--- src/rtl/mul8x8_seq_ctrl.sv ---
`default_nettype none
// ============================================================================
// Module   : mul8x8_seq_ctrl
// Brief    : 8x8 unsigned sequential multiplier sharing one 4x4 NOR-array
//            multiplier over four nibble steps, valid/ready on both sides.
// Revision : 1.0
// ============================================================================

module Multiplier_4x4_8bits_in_nor (
    input  logic [3:0] a,
    input  logic [3:0] b,
    output logic [7:0] p
);
    logic [3:0][3:0] w_pp;

    // AND of each bit pair realised as NOR of the complemented inputs
    for (genvar i = 0; i < 4; i++) begin : g_pp_row
        for (genvar j = 0; j < 4; j++) begin : g_pp_col
            assign w_pp[i][j] = ~((~a[j]) | (~b[i]));
        end
    end

    assign p = {4'b0000, w_pp[0]}
             + {3'b000,  w_pp[1], 1'b0}
             + {2'b00,   w_pp[2], 2'b00}
             + {1'b0,    w_pp[3], 3'b000};
endmodule

module mul8x8_seq_ctrl #(
    parameter bit ZERO_SKIP = 1'b0
) (
    input  logic        clk,
    input  logic        rst_n,
    input  logic        in_valid,
    output logic        in_ready,
    input  logic [7:0]  a,
    input  logic [7:0]  b,
    output logic        out_valid,
    input  logic        out_ready,
    output logic [15:0] product,
    output logic        busy
);
    localparam logic [1:0] c_IDLE = 2'd0;
    localparam logic [1:0] c_MUL  = 2'd1;
    localparam logic [1:0] c_DONE = 2'd2;

    logic [1:0]  r_state;
    logic [1:0]  w_state_nxt;
    logic [1:0]  r_step;
    logic [7:0]  r_a;
    logic [7:0]  r_b;
    logic [15:0] r_acc;
    logic        w_accept;
    logic        w_zero_op;
    logic [3:0]  w_mul_a;
    logic [3:0]  w_mul_b;
    logic [7:0]  w_mul_p;
    logic [15:0] w_addend;

    assign w_accept  = in_valid && (r_state == c_IDLE);
    assign w_zero_op = (a == 8'h00) || (b == 8'h00);

    // step[1] picks the a nibble, step[0] picks the b nibble
    assign w_mul_a = r_step[1] ? r_a[7:4] : r_a[3:0];
    assign w_mul_b = r_step[0] ? r_b[7:4] : r_b[3:0];

    Multiplier_4x4_8bits_in_nor u_mul4 (
        .a (w_mul_a),
        .b (w_mul_b),
        .p (w_mul_p)
    );

    always_comb begin
        w_addend = 16'h0000;
        case (r_step)
            2'd0:    w_addend = {8'h00, w_mul_p};
            2'd1,
            2'd2:    w_addend = {4'h0, w_mul_p, 4'h0};
            default: w_addend = {w_mul_p, 8'h00};
        endcase
    end

    always_ff @(posedge clk or negedge rst_n) begin
        if (!rst_n) begin
            r_state <= c_IDLE;
        end else begin
            r_state <= w_state_nxt;
        end
    end

    always_comb begin
        w_state_nxt = r_state;
        case (r_state)
            c_IDLE: begin
                if (in_valid) begin
                    w_state_nxt = (ZERO_SKIP && w_zero_op) ? c_DONE : c_MUL;
                end
            end
            c_MUL: begin
                if (r_step == 2'd3) begin
                    w_state_nxt = c_DONE;
                end
            end
            c_DONE: begin
                if (out_ready) begin
                    w_state_nxt = c_IDLE;
                end
            end
            default: w_state_nxt = c_IDLE;
        endcase
    end

    always_comb begin
        in_ready  = 1'b0;
        out_valid = 1'b0;
        busy      = 1'b0;
        case (r_state)
            c_IDLE:  in_ready  = 1'b1;
            c_MUL:   busy      = 1'b1;
            c_DONE:  out_valid = 1'b1;
            default: in_ready  = 1'b0;
        endcase
    end

    always_ff @(posedge clk or negedge rst_n) begin
        if (!rst_n) begin
            r_a    <= 8'h00;
            r_b    <= 8'h00;
            r_acc  <= 16'h0000;
            r_step <= 2'd0;
        end else if (w_accept) begin
            r_a    <= a;
            r_b    <= b;
            r_acc  <= 16'h0000;
            r_step <= 2'd0;
        end else if (r_state == c_MUL) begin
            r_acc  <= r_acc + w_addend;
            r_step <= r_step + 2'd1;
        end
    end

    assign product = r_acc;

endmodule
`default_nettype wire
--- config.mk ---
export PLATFORM = sky130hd
export DESIGN_NAME = mul8x8_seq_ctrl
export DESIGN_NICKNAME = d
export VERILOG_FILES = /design/src/rtl/mul8x8_seq_ctrl.sv
export SDC_FILE = /design/constraint.sdc
export NUM_CORES = 1
export LEC_CHECK = 0
export CAP_MARGIN = 20
export CORE_MARGIN = 2
export CORE_UTILIZATION = 35
export CTS_BUF_LIST = sky130_fd_sc_hd__clkbuf_8 sky130_fd_sc_hd__clkbuf_16
export DETAILED_ROUTE_END_ITERATION = 16
export PLACE_DENSITY_LB_ADDON = 0.12
export SLEW_MARGIN = 30
export SYNTH_ARGS = -nofsm -noshare
export SYNTH_HDL_FRONTEND = slang
export SYNTH_SLANG_ARGS = --single-unit
--- constraint.sdc ---
create_clock -name clk -period 5 [get_ports clk]
set_input_delay 1 -clock clk [delete_from_list [all_inputs] [get_ports clk]]
set_output_delay 1 -clock clk [all_outputs]
set_load 0.01 [all_outputs]
==> results of run 1 <==
per-stage QoR:
stage               utilization, %  cells  worst slack, ps
floorplan                        -    288             73.2
global placement              44.4    444             16.6
detailed placement            44.4    444             25.0
CTS                           45.6    452             3.32
global route                  46.8    454             -108
finish                        46.8    454              190
layout make-up:
cell class	instances	area (µm²)
clock inverter	3	23.8
multi-input combinational	227	1860
tap	102	128
fill	735	4110
clock buffer	5	68.8
timing repair buffer	65	578
inverter	16	60.1
sequential	36	903
cells by family after synthesis:
| group | after synthesis | synth area share, % |
|---|---|---|
| adder cells (fa/ha/maj) | 32 | 15.9 |
| multiplexers | 27 | 10.6 |
| XOR/XNOR | 11 | 3.45 |
| flip-flops | 36 | 32.2 |
| buffers and inverters | 25 | 4.03 |
| AO/OA/AOI/OAI | 75 | 19.8 |
| AND/OR/NAND/NOR | 82 | 14.0 |
state kept, by name, summed over array words and instances, names as in the netlist:
register,count
product,16
r_state,2
r_b,8
r_step,2
r_a,8
critical path, stage by stage, from the launching register on:
cell      delay [ps]
dfrtp_2          490
mux2i_4          280
nor2_1            70
ha_2             200
fa_2             350
xnor2_1          160
fa_1             540
inv_1             40
ha_1             220
fa_2             360
a21o_1           200
a21o_1           200
a22o_1           200
ha_1             370
o21ai_0          100
a21oi_1          180
nand3_1          120
o2111a_1         240
or3_1            350
synth_stat cells (all sizes together):
| master | n | share of area [%] |
|---|---|---|
| o21ai | 14 | 2.5 |
| nand4 | 3 | 0.67 |
| o2111ai | 1 | 0.31 |
| a221oi | 1 | 0.31 |
| nor3b | 1 | 0.27 |
| a21o | 7 | 1.9 |
| nand2 | 26 | 3.5 |
| a22o | 9 | 2.8 |
| mux2i | 7 | 2.5 |
| a31oi | 1 | 0.76 |
| dfrtp | 36 | 32 |
| o211ai | 1 | 0.27 |
| buf | 5 | 1.3 |
| a221o | 4 | 1.5 |
| inv | 16 | 2.1 |
| and3 | 1 | 0.22 |
| o2111a | 3 | 1.2 |
| xor2 | 7 | 2.2 |
| o21bai | 3 | 0.81 |
| o22ai | 1 | 0.22 |
| o31ai | 2 | 0.54 |
| nor3 | 2 | 0.36 |
| a211o | 1 | 0.31 |
| nand3 | 6 | 1.1 |
| o32ai | 1 | 0.31 |
| and2 | 10 | 2.2 |
| or2 | 1 | 0.22 |
| a21boi | 1 | 0.27 |
| a32oi | 1 | 0.31 |
| nor4 | 1 | 0.22 |
| a22oi | 4 | 1.1 |
| mux2 | 20 | 8.1 |
| or4 | 2 | 0.54 |
| o21a | 4 | 1.1 |
| nor2b | 4 | 0.89 |
| xnor2 | 4 | 1.3 |
| fa | 6 | 4.3 |
| a21oi | 13 | 2.5 |
| or2b | 1 | 0.31 |
| or3 | 3 | 0.67 |
| nor2 | 21 | 2.8 |
| ha | 26 | 12 |
| o31a | 1 | 0.31 |
| clkbuf | 4 | 0.54 |
| a211oi | 2 | 0.54 |
layer usage:
metal  vias up  share of wire [%]  global-route usage (%)
met5         -                  0                       0
met2        42                 46                    27.5
met4         0                1.3                    4.29
met1      1153                 49                    22.0
li1       1172                  -                       -
met3         9                3.6                    3.06
worst paths after layout:
path,start,to,depth (start not counted)
max,r_step[1]$_DFFE_PN0P_,product[13]$_DFFE_PN0P_,18
min,r_b[7]$_DFFE_PN0P_,r_b[7]$_DFFE_PN0P_,1
max reg2reg,r_step[1]$_DFFE_PN0P_,product[13]$_DFFE_PN0P_,18
min reg2reg,r_b[7]$_DFFE_PN0P_,r_b[7]$_DFFE_PN0P_,1
max in group asynchronous,rst_n,r_step[1]$_DFFE_PN0P_,1
min in group asynchronous,rst_n,product[11]$_DFFE_PN0P_,1
repair_timing:
action | CTS | global route
gates resized for setup | 0 | 22
buffers inserted | 0 | 2
setup endpoints to repair | 0 | 8
==> flow_summary.ini, run 1 <==
[global_routing]
antenna_found_initial = 0
overflow = 0
grtUsageTotal_pct = 16.5
grt_pass1_wl_mm = 11.4
grt_start_max_net_pins = 37
grt_pass1_vias = 2365

[clock_network]
clk_latency_ps = 310
root_buffer = clkbuf_8
cts_made_buffers = 5
clk_path_buf_depth = 2
cts_tree = done
clock-sinks = 36
cts_hold_buf = 0
clk_pin_slew_ps = 100
cts_max_level = 2

[timing]
finalClockSkew_ps = 13.3
fin_setup_tns_ps = 0
drv_slew = 0
worstMarginPinSlew_ps = 878
finalHoldViolCount = 0
layout_worst_path_cycle_share_pct = 96.2
whs_ps = 510
setup_viol = 0
fmax_mhz = 208
slew-limit-headroom_pct = 41.5
rsz0062_at_grt = yes
post-route-min-period_ps = 4810

[detailed_routing]
drc = 0
viasPerCell = 5.23
num_vias = 2376
wirelength_mm = 6.73
first_pass_iters = 4
drtIter0Drc = 116
wire_per_inst_um = 14.8
ant_nets = 0

[logic_synthesis]
synth.avg_cell_area_um2 = 9.71
ys_ff_latch = 36
syn-cell-area_um2 = 2800
syn_nets = 340
ys_warn_count = 0
yosys.cell_types.count = 50
syn_inst = 288
yosysSeqAreaShare_pct = 32.2

[flow_run]
drv_cap = 0

[placed_design]
io_buffers = 38
dp_hpwl_mm = 5.17
place_area_um2 = 3430
globalplace.congestion = 0.849

[cells_and_area]
drive_gt1_share_pct = 23.3
layout_commonest_cell = clkdlybuf4s50_1
area_delta_synth_final_pct = 29.4
fin_nets = 403
fin_area_um2 = 3620
final_cell_mix = clkdlybuf4s50_1 (37), dfrtp_1 (34), buf_4 (27)
n_antenna_cell = 0

[setup_path]
required_ps = 5180
reg2reg_slack_ps = 190
cp-end-kind = flop
crit_type = flop to flop
crit_arrival_ps = 4990
crit_path_start_kind = flop
crit_fanout = 6

[floorplanning]
fp.dieW_um = 93.4
core_um2 = 7730
ios = 39
die_y_um = 93.4
start_util_pct = 36.2
dieArea_um2 = 8720
rows = 32

[run_status]
status = finished, final reports clean

[min_path]
hp-class = flop to flop
Power of run 1 is left out: the tool's default activity adds up to more than one toggle a clock period on the data nets, which glitch-free logic cannot reach.
==> run 2: changes to the inputs <==
Settings changed: RECOVER_POWER set to 50, SKIP_LAST_GASP set to 1.
==> flow_summary.ini, run 2 (synthesized netlist as in run 1, its figures left out) <==
[floorplanning]
core_um2 = 7730
die_y_um = 93.4
rows = 32
ios = 39
dieArea_um2 = 8720
start_util_pct = 36.2
fp.dieW_um = 93.4

[clock_network]
root_buffer = clkbuf_8
clk_pin_slew_ps = 100
cts_max_level = 2
clock-sinks = 36
clk_path_buf_depth = 2
cts_hold_buf = 0
cts_made_buffers = 5
cts_tree = done
clk_latency_ps = 310

[setup_path]
crit_arrival_ps = 4990
required_ps = 5180
crit_fanout = 6
cp-end-kind = flop
crit_type = flop to flop
crit_path_start_kind = flop

[cells_and_area]
fin_cells = 454
register_area_um2 = 903
final_cell_mix = dfrtp_1 (34), clkdlybuf4s50_1 (33), nand2_1 (26), buf_4 (26), ha_1 (25)
area_delta_synth_final_pct = 29.2
nFillCells = 733
largest_register_ff_count = 16
multi_input_area_um2 = 1860
fin_area_um2 = 3610
fin_nets = 403
layout_commonest_cell = dfrtp_1
n_antenna_cell = 0
drive_gt1_share_pct = 22.7

[timing]
fmax_mhz = 208
fin_setup_tns_ps = 0
rsz0062_at_grt = yes
setup_viol = 0
drv_slew = 37
finalClockSkew_ps = 13.4
worstMarginPinSlew_ps = 2010
slew-limit-headroom_pct = -33.7
layout_worst_path_cycle_share_pct = 96.2
post-route-min-period_ps = 4810
finalHoldViolCount = 0

[flow_run]
drv_cap = 1

[detailed_routing]
drc = 0
first_pass_iters = 4
viasPerCell = 5.22
drtIter0Drc = 109
ant_nets = 0
num_vias = 2371
wire_per_inst_um = 14.9
wirelength_mm = 6.76

[global_routing]
grtUsageTotal_pct = 16.5
antenna_found_initial = 0
overflow = 0
gr-usage-met1_pct = 22.0
grt_start_max_net_pins = 37
grt_pass1_wl_mm = 11.4
met3_usage_pct = 3.06
top_usage_layer = met2
use_met2_pct = 27.5
grt_pass1_vias = 2365

[min_path]
hp-class = flop to flop

[placed_design]
place_area_um2 = 3430
io_buffers = 38
dp_hpwl_mm = 5.17
post-place-cells = 444
globalplace.congestion = 0.849

[run_status]
violations = max-capacitance violations, max-slew violations
status = finished with violations
run 2: per-stage QoR:
step                      worst slack, ps  hold WS (ps)  util, %
after floorplan                      73.2           475        -
after global placement               16.6           485     44.4
after detailed placement             25.0           495     44.4
after CTS                            3.32           514     45.6
after global routing                 -108           531     46.8
final                                 190           510     46.8
run 2: path summary, 6_finish.rpt:
kind                            cells past startpoint                 endpoint                  start  slack (ps)
worst max-delay path                               18  product[13]$_DFFE_PN0P_  r_step[1]$_DFFE_PN0P_         190
worst min-delay path                                1       r_b[7]$_DFFE_PN0P_     r_b[7]$_DFFE_PN0P_         510
worst max register to register                     18  product[13]$_DFFE_PN0P_  r_step[1]$_DFFE_PN0P_         190
worst min register to register                      1       r_b[7]$_DFFE_PN0P_     r_b[7]$_DFFE_PN0P_         510
max in group asynchronous                           1    r_step[1]$_DFFE_PN0P_                  rst_n        2460
min in group asynchronous                           1  product[11]$_DFFE_PN0P_                  rst_n        1250
run 2: cell type report:
cell class / count / area share (%)
clock inverters: 3 / 0.658
well taps: 102 / 3.53
multi-input cells: 227 / 51.4
flip-flops and latches: 36 / 25.0
clock buffers: 5 / 1.90
repair buffers: 65 / 15.9
inverters: 16 / 1.66
run 2: timing repair:
action,CTS,global route
endpoints found under the hold margin,0,0
endpoints found under the setup margin,0,8
setup buffers,0,2
resized for setup,0,22
run 2: critical path: stages, from the launching register on:
cell and delay [ps]:
dfrtp_2 490, mux2i_4 280, nor2_1 70, ha_2 200, fa_2 350, xnor2_1 160, fa_1 540, inv_1 40
ha_1 220, fa_2 360, a21o_1 200, a21o_1 200, a22o_1 200, ha_1 370, o21ai_0 100, a21oi_1 180
nand3_1 120, o2111a_1 240, or3_1 350
run 2: per-layer routing:
metal,vias up,part of all wire (%)
met5,-,0
met4,0,1.3
met3,9,3.7
met2,40,46
met1,1150,49
li1,1172,-
Power of run 2 is left out for the same reason.
